## config.mk

```make
export PLATFORM = sky130hd
export DESIGN_NAME = frame_renderer
export DESIGN_NICKNAME = d
export VERILOG_FILES = /design/src/rtl/frame_renderer.sv
export SDC_FILE = /design/constraint.sdc
export NUM_CORES = 1
export LEC_CHECK = 0
export CAP_MARGIN = 40
export CORE_UTILIZATION = 35
export CTS_CLUSTER_SIZE = 14
export DETAILED_ROUTE_END_ITERATION = 8
export GPL_TIMING_DRIVEN = 0
export HOLD_SLACK_MARGIN = 0.15
export PLACE_DENSITY_LB_ADDON = 0.08
export SYNTH_ARGS = -nofsm -noshare
export SYNTH_HDL_FRONTEND = slang
export SYNTH_SLANG_ARGS = --single-unit
```

## constraint.sdc

```tcl
create_clock -name clk -period 2.44 [get_ports clk]
set_input_delay 0.488 -clock clk [delete_from_list [all_inputs] [get_ports clk]]
set_output_delay 0.488 -clock clk [all_outputs]
set_load 0.1 [all_outputs]
```

## src/rtl/frame_renderer.sv

```systemverilog
// -----------------------------------------------------------------------------
// frame_renderer
//
// Purpose:
//   Sits between the game datapath and the 160x120, 3-bit-colour VGA adapter.
//   A frame request latches a snapshot of the game state: dude position, floor
//   row, and obstacle column with its gap. The block then scans every pixel
//   once and emits one (x, y, colour, plot) write per clock. The datapath may
//   keep changing its state while a frame is drawing. Every pixel of a frame
//   is coloured from the snapshot, so frames never tear.
//
// Ports:
//   clk      in   system clock (CLOCK_50 domain)
//   reset    in   asynchronous, active-high reset
//   start    in   frame request pulse, only looked at while idle
//   dude_x   in   [7:0] dude left column
//   dude_y   in   [6:0] dude top row
//   floor_y  in   [6:0] first wall row; every row >= floor_y is wall
//   obst_x   in   [7:0] obstacle left column; the obstacle is 4 px wide
//   gap_top  in   [6:0] first row of the obstacle gap (inclusive)
//   gap_bot  in   [6:0] last row of the obstacle gap (inclusive)
//   x        out  [7:0] pixel column to the VGA adapter
//   y        out  [6:0] pixel row to the VGA adapter
//   colour   out  [2:0] pixel colour
//   plot     out  write enable to the VGA adapter
//   busy     out  high while a frame is in progress
//   done     out  one-cycle pulse after the last pixel
//
// Build option:
//   FRAME_RENDERER_BORDER_EN - when defined, a one-pixel screen border is
//   drawn in the wall colour. The dude still has priority over the border.
// -----------------------------------------------------------------------------
module frame_renderer #(
    parameter int unsigned WIDTH       = 160,
    parameter int unsigned HEIGHT      = 120,
    parameter int unsigned DUDE_SIZE   = 4,
    parameter logic [2:0]  BG_COLOUR   = 3'b000,
    parameter logic [2:0]  WALL_COLOUR = 3'b010,
    parameter logic [2:0]  DUDE_COLOUR = 3'b110
) (
    input  logic       clk,
    input  logic       reset,
    input  logic       start,
    input  logic [7:0] dude_x,
    input  logic [6:0] dude_y,
    input  logic [6:0] floor_y,
    input  logic [7:0] obst_x,
    input  logic [6:0] gap_top,
    input  logic [6:0] gap_bot,
    output logic [7:0] x,
    output logic [6:0] y,
    output logic [2:0] colour,
    output logic       plot,
    output logic       busy,
    output logic       done
);

    localparam logic [7:0] X_LAST  = 8'(WIDTH - 1);
    localparam logic [6:0] Y_LAST  = 7'(HEIGHT - 1);
    localparam logic [8:0] DUDE_W9 = 9'(DUDE_SIZE);
    localparam logic [7:0] DUDE_H8 = 8'(DUDE_SIZE);
    localparam logic [8:0] OBST_W9 = 9'd4;

    typedef enum logic [1:0] {
        S_IDLE = 2'd0,
        S_DRAW = 2'd1,
        S_DONE = 2'd2
    } state_t;

    state_t     r_state;
    logic [7:0] r_cx;
    logic [6:0] r_cy;

    // Snapshot of the game state, frozen for the whole frame.
    logic [7:0] r_dude_x;
    logic [6:0] r_dude_y;
    logic [6:0] r_floor_y;
    logic [7:0] r_obst_x;
    logic [6:0] r_gap_top;
    logic [6:0] r_gap_bot;

    logic       w_dude_hit;
    logic       w_obst_hit;
    logic       w_wall_hit;
    logic [2:0] w_colour;

    // Colour of the pixel under the scan counters.
    // The sprite and obstacle bounds are compared one bit wider than the
    // operands, so that a right or bottom edge beyond 255/127 cannot wrap.
    // Off-screen parts are then clipped naturally by the scan range.
    always_comb begin
        w_dude_hit = ({1'b0, r_cx} >= {1'b0, r_dude_x}) &&
                     ({1'b0, r_cx} <  ({1'b0, r_dude_x} + DUDE_W9)) &&
                     ({1'b0, r_cy} >= {1'b0, r_dude_y}) &&
                     ({1'b0, r_cy} <  ({1'b0, r_dude_y} + DUDE_H8));
        // An inverted gap (top > bot) never matches, which gives a solid column.
        w_obst_hit = ({1'b0, r_cx} >= {1'b0, r_obst_x}) &&
                     ({1'b0, r_cx} <  ({1'b0, r_obst_x} + OBST_W9)) &&
                     !((r_cy >= r_gap_top) && (r_cy <= r_gap_bot));
        // A floor_y beyond the last row can never match, so no floor is drawn.
        w_wall_hit = (r_cy >= r_floor_y) || w_obst_hit;
`ifdef FRAME_RENDERER_BORDER_EN
        if ((r_cx == 8'd0) || (r_cx == X_LAST) || (r_cy == 7'd0) || (r_cy == Y_LAST)) begin
            w_wall_hit = 1'b1;
        end
`endif
        if (w_dude_hit) begin
            w_colour = DUDE_COLOUR;
        end else if (w_wall_hit) begin
            w_colour = WALL_COLOUR;
        end else begin
            w_colour = BG_COLOUR;
        end
    end

    always_ff @(posedge clk or posedge reset) begin
        if (reset) begin
            r_state   <= S_IDLE;
            r_cx      <= 8'd0;
            r_cy      <= 7'd0;
            r_dude_x  <= 8'd0;
            r_dude_y  <= 7'd0;
            r_floor_y <= 7'd0;
            r_obst_x  <= 8'd0;
            r_gap_top <= 7'd0;
            r_gap_bot <= 7'd0;
            x         <= 8'd0;
            y         <= 7'd0;
            colour    <= 3'd0;
            plot      <= 1'b0;
            busy      <= 1'b0;
            done      <= 1'b0;
        end else begin
            case (r_state)
                S_IDLE: begin
                    plot <= 1'b0;
                    done <= 1'b0;
                    busy <= 1'b0;
                    if (start) begin
                        r_dude_x  <= dude_x;
                        r_dude_y  <= dude_y;
                        r_floor_y <= floor_y;
                        r_obst_x  <= obst_x;
                        r_gap_top <= gap_top;
                        r_gap_bot <= gap_bot;
                        r_cx      <= 8'd0;
                        r_cy      <= 7'd0;
                        busy      <= 1'b1;
                        r_state   <= S_DRAW;
                    end
                end
                S_DRAW: begin
                    x      <= r_cx;
                    y      <= r_cy;
                    colour <= w_colour;
                    plot   <= 1'b1;
                    busy   <= 1'b1;
                    done   <= 1'b0;
                    if (r_cx == X_LAST) begin
                        r_cx <= 8'd0;
                        if (r_cy == Y_LAST) begin
                            r_cy    <= 7'd0;
                            r_state <= S_DONE;
                        end else begin
                            r_cy <= r_cy + 7'd1;
                        end
                    end else begin
                        r_cx <= r_cx + 8'd1;
                    end
                end
                S_DONE: begin
                    // The last write has gone out. Flag completion for one
                    // cycle, then go idle.
                    plot    <= 1'b0;
                    done    <= 1'b1;
                    busy    <= 1'b1;
                    r_state <= S_IDLE;
                end
                default: begin
                    r_state <= S_IDLE;
                end
            endcase
        end
    end

endmodule

```

======== Yosys cells after proc, flatten, opt, wreduce, memory -nomap -nowiden ========
Index checks and enable logic that the tools add are counted.
word-level totals
  bits in registers ....................... 82
cells by class
  mux-type cells .......................... 17
  add/subtract/negate cells ............... 5
  $lt $le $gt $ge ......................... 9
  reductions and logical operators ........ 20
  equal/unequal tests ..................... 7
operators with widths
  kind                                          number
  >= comparator 7 bit                           3
  two-way mux 7 bit                             3
  adder 8 x 3 -> 9 bit (second input constant)  2
  less-than comparator 8 x 9 -> 1 bit           2
  >= comparator 8 bit                           2
  two-way mux 8 bit                             2
  one-hot mux 8 bit (2 select lines)            1
  one-hot mux 7 bit (2 select lines)            1
  adder 7 x 3 -> 8 bit (second input constant)  1
  adder 8 x 1 -> 8 bit (second input constant)  1
  equality test 8 bit (second input constant)   1
  less-than comparator 7 x 8 -> 1 bit           1
  two-way mux 2 bit                             4
  nonzero test 2 bit                            4
  adder 7 x 1 -> 7 bit (second input constant)  1
  equality test 7 bit (second input constant)   1
  less-or-equal comparator 7 bit                1
  logical AND 1 bit                             6
  != test 2 bit (second input constant)         3
  one-hot mux 1 bit (2 select lines)            3
  AND reduction 3 bit                           2
  OR reduction 2 bit                            3
  one-hot mux 2 bit (2 select lines)            1
  AND reduction 2 bit                           2
  7 further kinds                               7

======== Depth between registers and ports, before layout ========
Gate-level depths: netlist (run 1).
  word-level depth ........................ 7
  depth in mapped cells ................... 10
  mapped depth without buffers ............ 10

======== Worst setup path before layout (run 1) ========
OpenSTA, ideal clock, no wires.
  kind .................................... reg2reg
  start point ............................. register r_obst_x[4]
  end point ............................... register colour[1]
  cell stages (with the launch flop) ...... 11
  arrival time ............................ 2.178 ns
  buffers on the path ..................... 0
  period minus slack after synthesis ...... 2.267 ns
  path slack .............................. 0.173 ns
  required time ........................... 2.352 ns
  cells stage by stage .................... dfrtp_1 inv_1 nor3_1 nand3_1 xnor2_1 ha_1 inv_1 o22ai_1 or4_1 a221o_1 a41oi_1
on the way
  cells in the longest elaborated chain, start to end .. 7
  elaborated cells between the ends (all ways) .. 8
RTL lines
  element                              RTL line  RTL
  start, declared                      78        logic [7:0] r_obst_x;
  start signal, assigned               143       r_obst_x <= obst_x;
  adder 8 x 3 -> 9 bit                 98        ({1'b0, r_cx} < ({1'b0, r_obst_x} + OBST_W9)) &&
  less-than comparator 8 x 9 -> 1 bit  98
  logical AND 1 bit *                  97        w_obst_hit = ({1'b0, r_cx} >= {1'b0, r_obst_x}) &&
  logical AND 1 bit *                  98
  logical OR 1 bit *                   101       w_wall_hit = (r_cy >= r_floor_y) || w_obst_hit;
  two-way mux 2 bit *                  109       end else if (w_wall_hit) begin
  two-way mux 3 bit *                  107       if (w_dude_hit) begin
  end signal, assigned                 155       colour <= w_colour;
  end, declared                        52        output logic [2:0] colour,
Mark *: on every way between the ends. The rest lies on a longest branch, timed or not.
A chain may end at the register's enable or synchronous reset.

======== Worst setup path in the final report (run 1) ========
Ends and elaborated chain as after synthesis.

==> results of run 1 <==
[timing repair]
| item | CTS | global route |
|---|---|---|
| gates resized for setup | 5 | 6 |
| pin swaps | 2 | 4 |
| setup endpoints to repair | 1 | 6 |
| buffers inserted | 5 | 2 |
| endpoints found under the hold margin | 0 | 0 |
[metal layers]
layer,track usage,vias up
met5,0,-
met4,0.0702,0
met3,0.0362,18
met2,0.273,59
met1,0.215,1730
li1,-,1844
[cell type report]
cell class,instances,area [um2]
inverter,54,206
clock inverter,3,65.1
timing repair buffer,95,1070
clock buffer,13,240
tap,180,225
multi-input combinational,314,2720
sequential,81,2030
buffer,9,55.1
fill,1292,7220
[critical path, delay by kind of cell (launching register included)]
kind	cells	cell delay [ns]
AOI/OAI and AO/OA	3	0.62
xor gates and xnor gates	1	0.14
adders and majority gates	1	0.30
buffers and inverters	2	0.14
DFF	1	0.36
and+or+nand+nor	3	0.76
[flip-flops by register name, indices dropped and copies added (netlist names), 7 cells and up]
name       flops
r_cx           8
r_cy           7
r_dude_x       8
r_dude_y       7
r_floor_y      7
r_gap_bot      7
r_gap_top      7
r_obst_x       8
x              8
y              7
[kinds of logic (layout without fill, tap and decap cells)]
logic type      after synthesis  count (layout)  share of synthesized area
simple gates                 82              82                     0.0912
buf+inv                      63             174                     0.0520
fa+ha+maj                    70              70                      0.177
other cells                   1               1                   0.000757
compound gates               83              83                      0.102
flops                        81              81                      0.409
xor+xnor                     17              17                     0.0300
mux                          61              61                      0.138
[synthesized netlist by cell type, drive strengths merged (2+ instances only)]
master  number
nor2        18
nand4        8
nor2b        3
a21o         7
dfrtp       81
a211oi       3
clkbuf       3
xnor2       13
o31ai        2
mux2        60
nor3         7
nand2b       4
buf          6
nand3b       2
inv         54
o21ai       27
nor4b        2
nand3       17
a21oi       30
and4         2
nand2       13
a41oi        2
or3          2
xor2         4
ha          70
[worst max path at each step]
stage | start | depth (start not counted) | end | slack [ns]
floorplan | r_obst_x[4] | 10 | colour[1] | 0.17
global placement | r_obst_x[2] | 9 | colour[1] | -0.09
detailed placement | r_obst_x[2] | 9 | colour[1] | -0.07
CTS | r_obst_x[5] | 10 | colour[1] | 0.003
global route | r_obst_x[4] | 10 | colour[1] | -0.04
finish | r_obst_x[4] | 10 | colour[1] | 0.07
[metrics by stage]
| stage | power (mW) | cells | hold WS (ns) |
|---|---|---|---|
| 2_1_floorplan | 4.85 | 458 | 0.479 |
| 3_3_place_gp | 5.65 | 704 | 0.471 |
| 3_5_place_dp | 5.97 | 726 | 0.483 |
| 4_1_cts | 7.51 | 747 | 0.497 |
| 5_1_grt | 8.09 | 749 | 0.516 |
| 6_report | 7.47 | 749 | 0.493 |
[report_power, final]
part / total (mW) / switching [mW] / internal, mW
Combinational: 3.78 / 2.03 / 1.75
Clock: 1.41 / 0.519 / 0.896
Sequential: 2.27 / 0.423 / 1.85
[cell usage in the layout (no fill, tap or decap), types with 13 or more instances in the layout]
| cell type | synthesis | final |
|---|---|---|
| xnor2_1 | 13 | 13 |
| nand3_1 | 17 | 17 |
| mux2_2 | 60 | 60 |
| dfrtp_1 | 81 | 78 |
| a21oi_1 | 30 | 30 |
| inv_1 | 53 | 52 |
| buf_8 | 0 | 19 |
| ha_1 | 70 | 68 |
| o21ai_0 | 24 | 24 |
| clkdlybuf4s50_1 | 0 | 66 |
| nor2_1 | 17 | 17 |
==> summary.md, run 1 <==
| Metric | Value |
|---|---|
| GRT Util Overall | 0.168 |
| CP most frequent cell | inv_1 |
| Setup TNS | 0 ns |
| Vias | 3651 |
| Clk_skew | 0.00531 ns |
| IO Port Bufs | 66 |
| Dominant synthesized flop cell | dfrtp_1 |
| Type of the worst setup path | reg -> reg |
| Wl on met1 | 5.22 mm |
| Antenna-violating nets left | 0 |
| Maximum clock rate | 421 MHz |
| Unique masters post-synth | 54 |
| Max cap viols | 0 |
| CP Launch Type | register |
| Worst setup EP type | register |
| Period utilisation layout | 0.973 |
| DIE AREA | 0.0146 mm2 |
| # nets final | 681 |
| FF-to-FF End | colour[1] |
| Share of cells above drive strength 1 | 0.214 |
| Root Buffer | clkbuf_16 |
| Clock Path Buffers | 2 |
| R2R Setup Slk | 0.07 ns |
| Detailed Place HPWL | 8.51 mm |
| Drt initial violations | 100 |
| Power Dens Cells | 1130 mW/mm2 |
| Area share of the largest cell type after synthesis | 0.409 |
| Num CTS Buffers | 9 |
| Number of synthesized register bits | 81 |
| Placed cell area | 0.00620 mm2 |
| Worst EP arrival | 2.64 ns |
| Ys async rst share | 1.00 |
| Top sig layer | met4 |
| Synth area leader | dfrtp_1 |
| Slew @ Worst Pin | 0.668 ns |
| DRT Pass-1 Iters | 4 |
| Worst r2r src | r_obst_x[4] |
| Syn_nets | 575 |
| DR DRC count | 0 |
| Status | finished, final reports clean |
| Wire length per cell | 14.8 um |
| Layout area overhead | 33.3% |
| Pleak | 3.17 nW |
| Worst path max stage delay | 0.42 ns |
| Hold endpoint | plot |
| Syn avg cell area | 10.8 um2 |
| Ant. Diodes | 0 |
| Post-layout utilization of the core | 0.478 |
| Final WL | 11.1 mm |
| Detail Route met3 WL | 370 um |
| Row cnt | 43 |
| Skew-Pair Late Insertion Delay | 0.34 ns |
| Sequential share of the synthesized area | 0.409 |
| Initial Util | 0.358 |
| Peak VDD IR | 0.680 mV |
| Post-Syn Instances | 458 |
| Hold path start | plot |
| EDFF count, synth | 0 |
| Initial antenna violation count | 0 |
| Tmin final | 2.37 ns |
| Relative slew margins | 0.555 |
| Sink Count | 81 |
| Worst min path class | reg -> reg |
| RSZ-0062 raised after global routing | true |
| CTS tree | done |
| Largest net degree at the start of global routing | 37 |
| FF-to-FF path depth | 10 |
| Final Setup Violations | 0 |
| Critical Path, Cell by Cell | inv_1, nor3_2, nand3_1, xnor2_1, ha_1, inv_1, o22ai_1, or4_1, a221o_1, a41oi_2 |
| Post-Syn Area | 0.00495 mm2 |
| Place WS | -0.0725 ns |
| Max Slew Vio Count | 0 |
| Die extent in x | 121 um |
| Top post-synthesis cells by area | dfrtp_1 (41%), ha_1 (18%), mux2_2 (14%) |
| Metal2 WL | 5.25 mm |
| Core area | 0.0138 mm2 |
| Reg clk slew, reported paths | 0.06 ns |
| Setup ws final | 0.0668 ns |
| Critical path peak fanout | 2 |
| Htree depth | 3 |
| Yosys warning count | 0 |
| Required time at the worst-slack endpoint | 2.71 ns |
| Vias in the first global route | 3644 |
| Ports | 68 |
| Hold_buf cts | 0 |
| Hold Path Cell Cnt | 2 |
| Die span in y | 121 um |
| First-pass GRT wire length | 18.5 mm |
| Final Cell Area | 0.00661 mm2 |
| GRT Residual Overflow | 0 |
| Crit-path slowest cell | or4_1 |
| Routed vias/inst | 4.87 |
| Final Hold Viols | 0 |
| RePlAce Congestion | 0.836 |
No activity file was read; power rests on OpenSTA's default activity.
==> inputs of run 2 (changes only) <==
SLEW_MARGIN = 10   (was unset)
==> results of run 2 <==
Same layout as run 1: the final DEF is identical, and so are final timing and power.
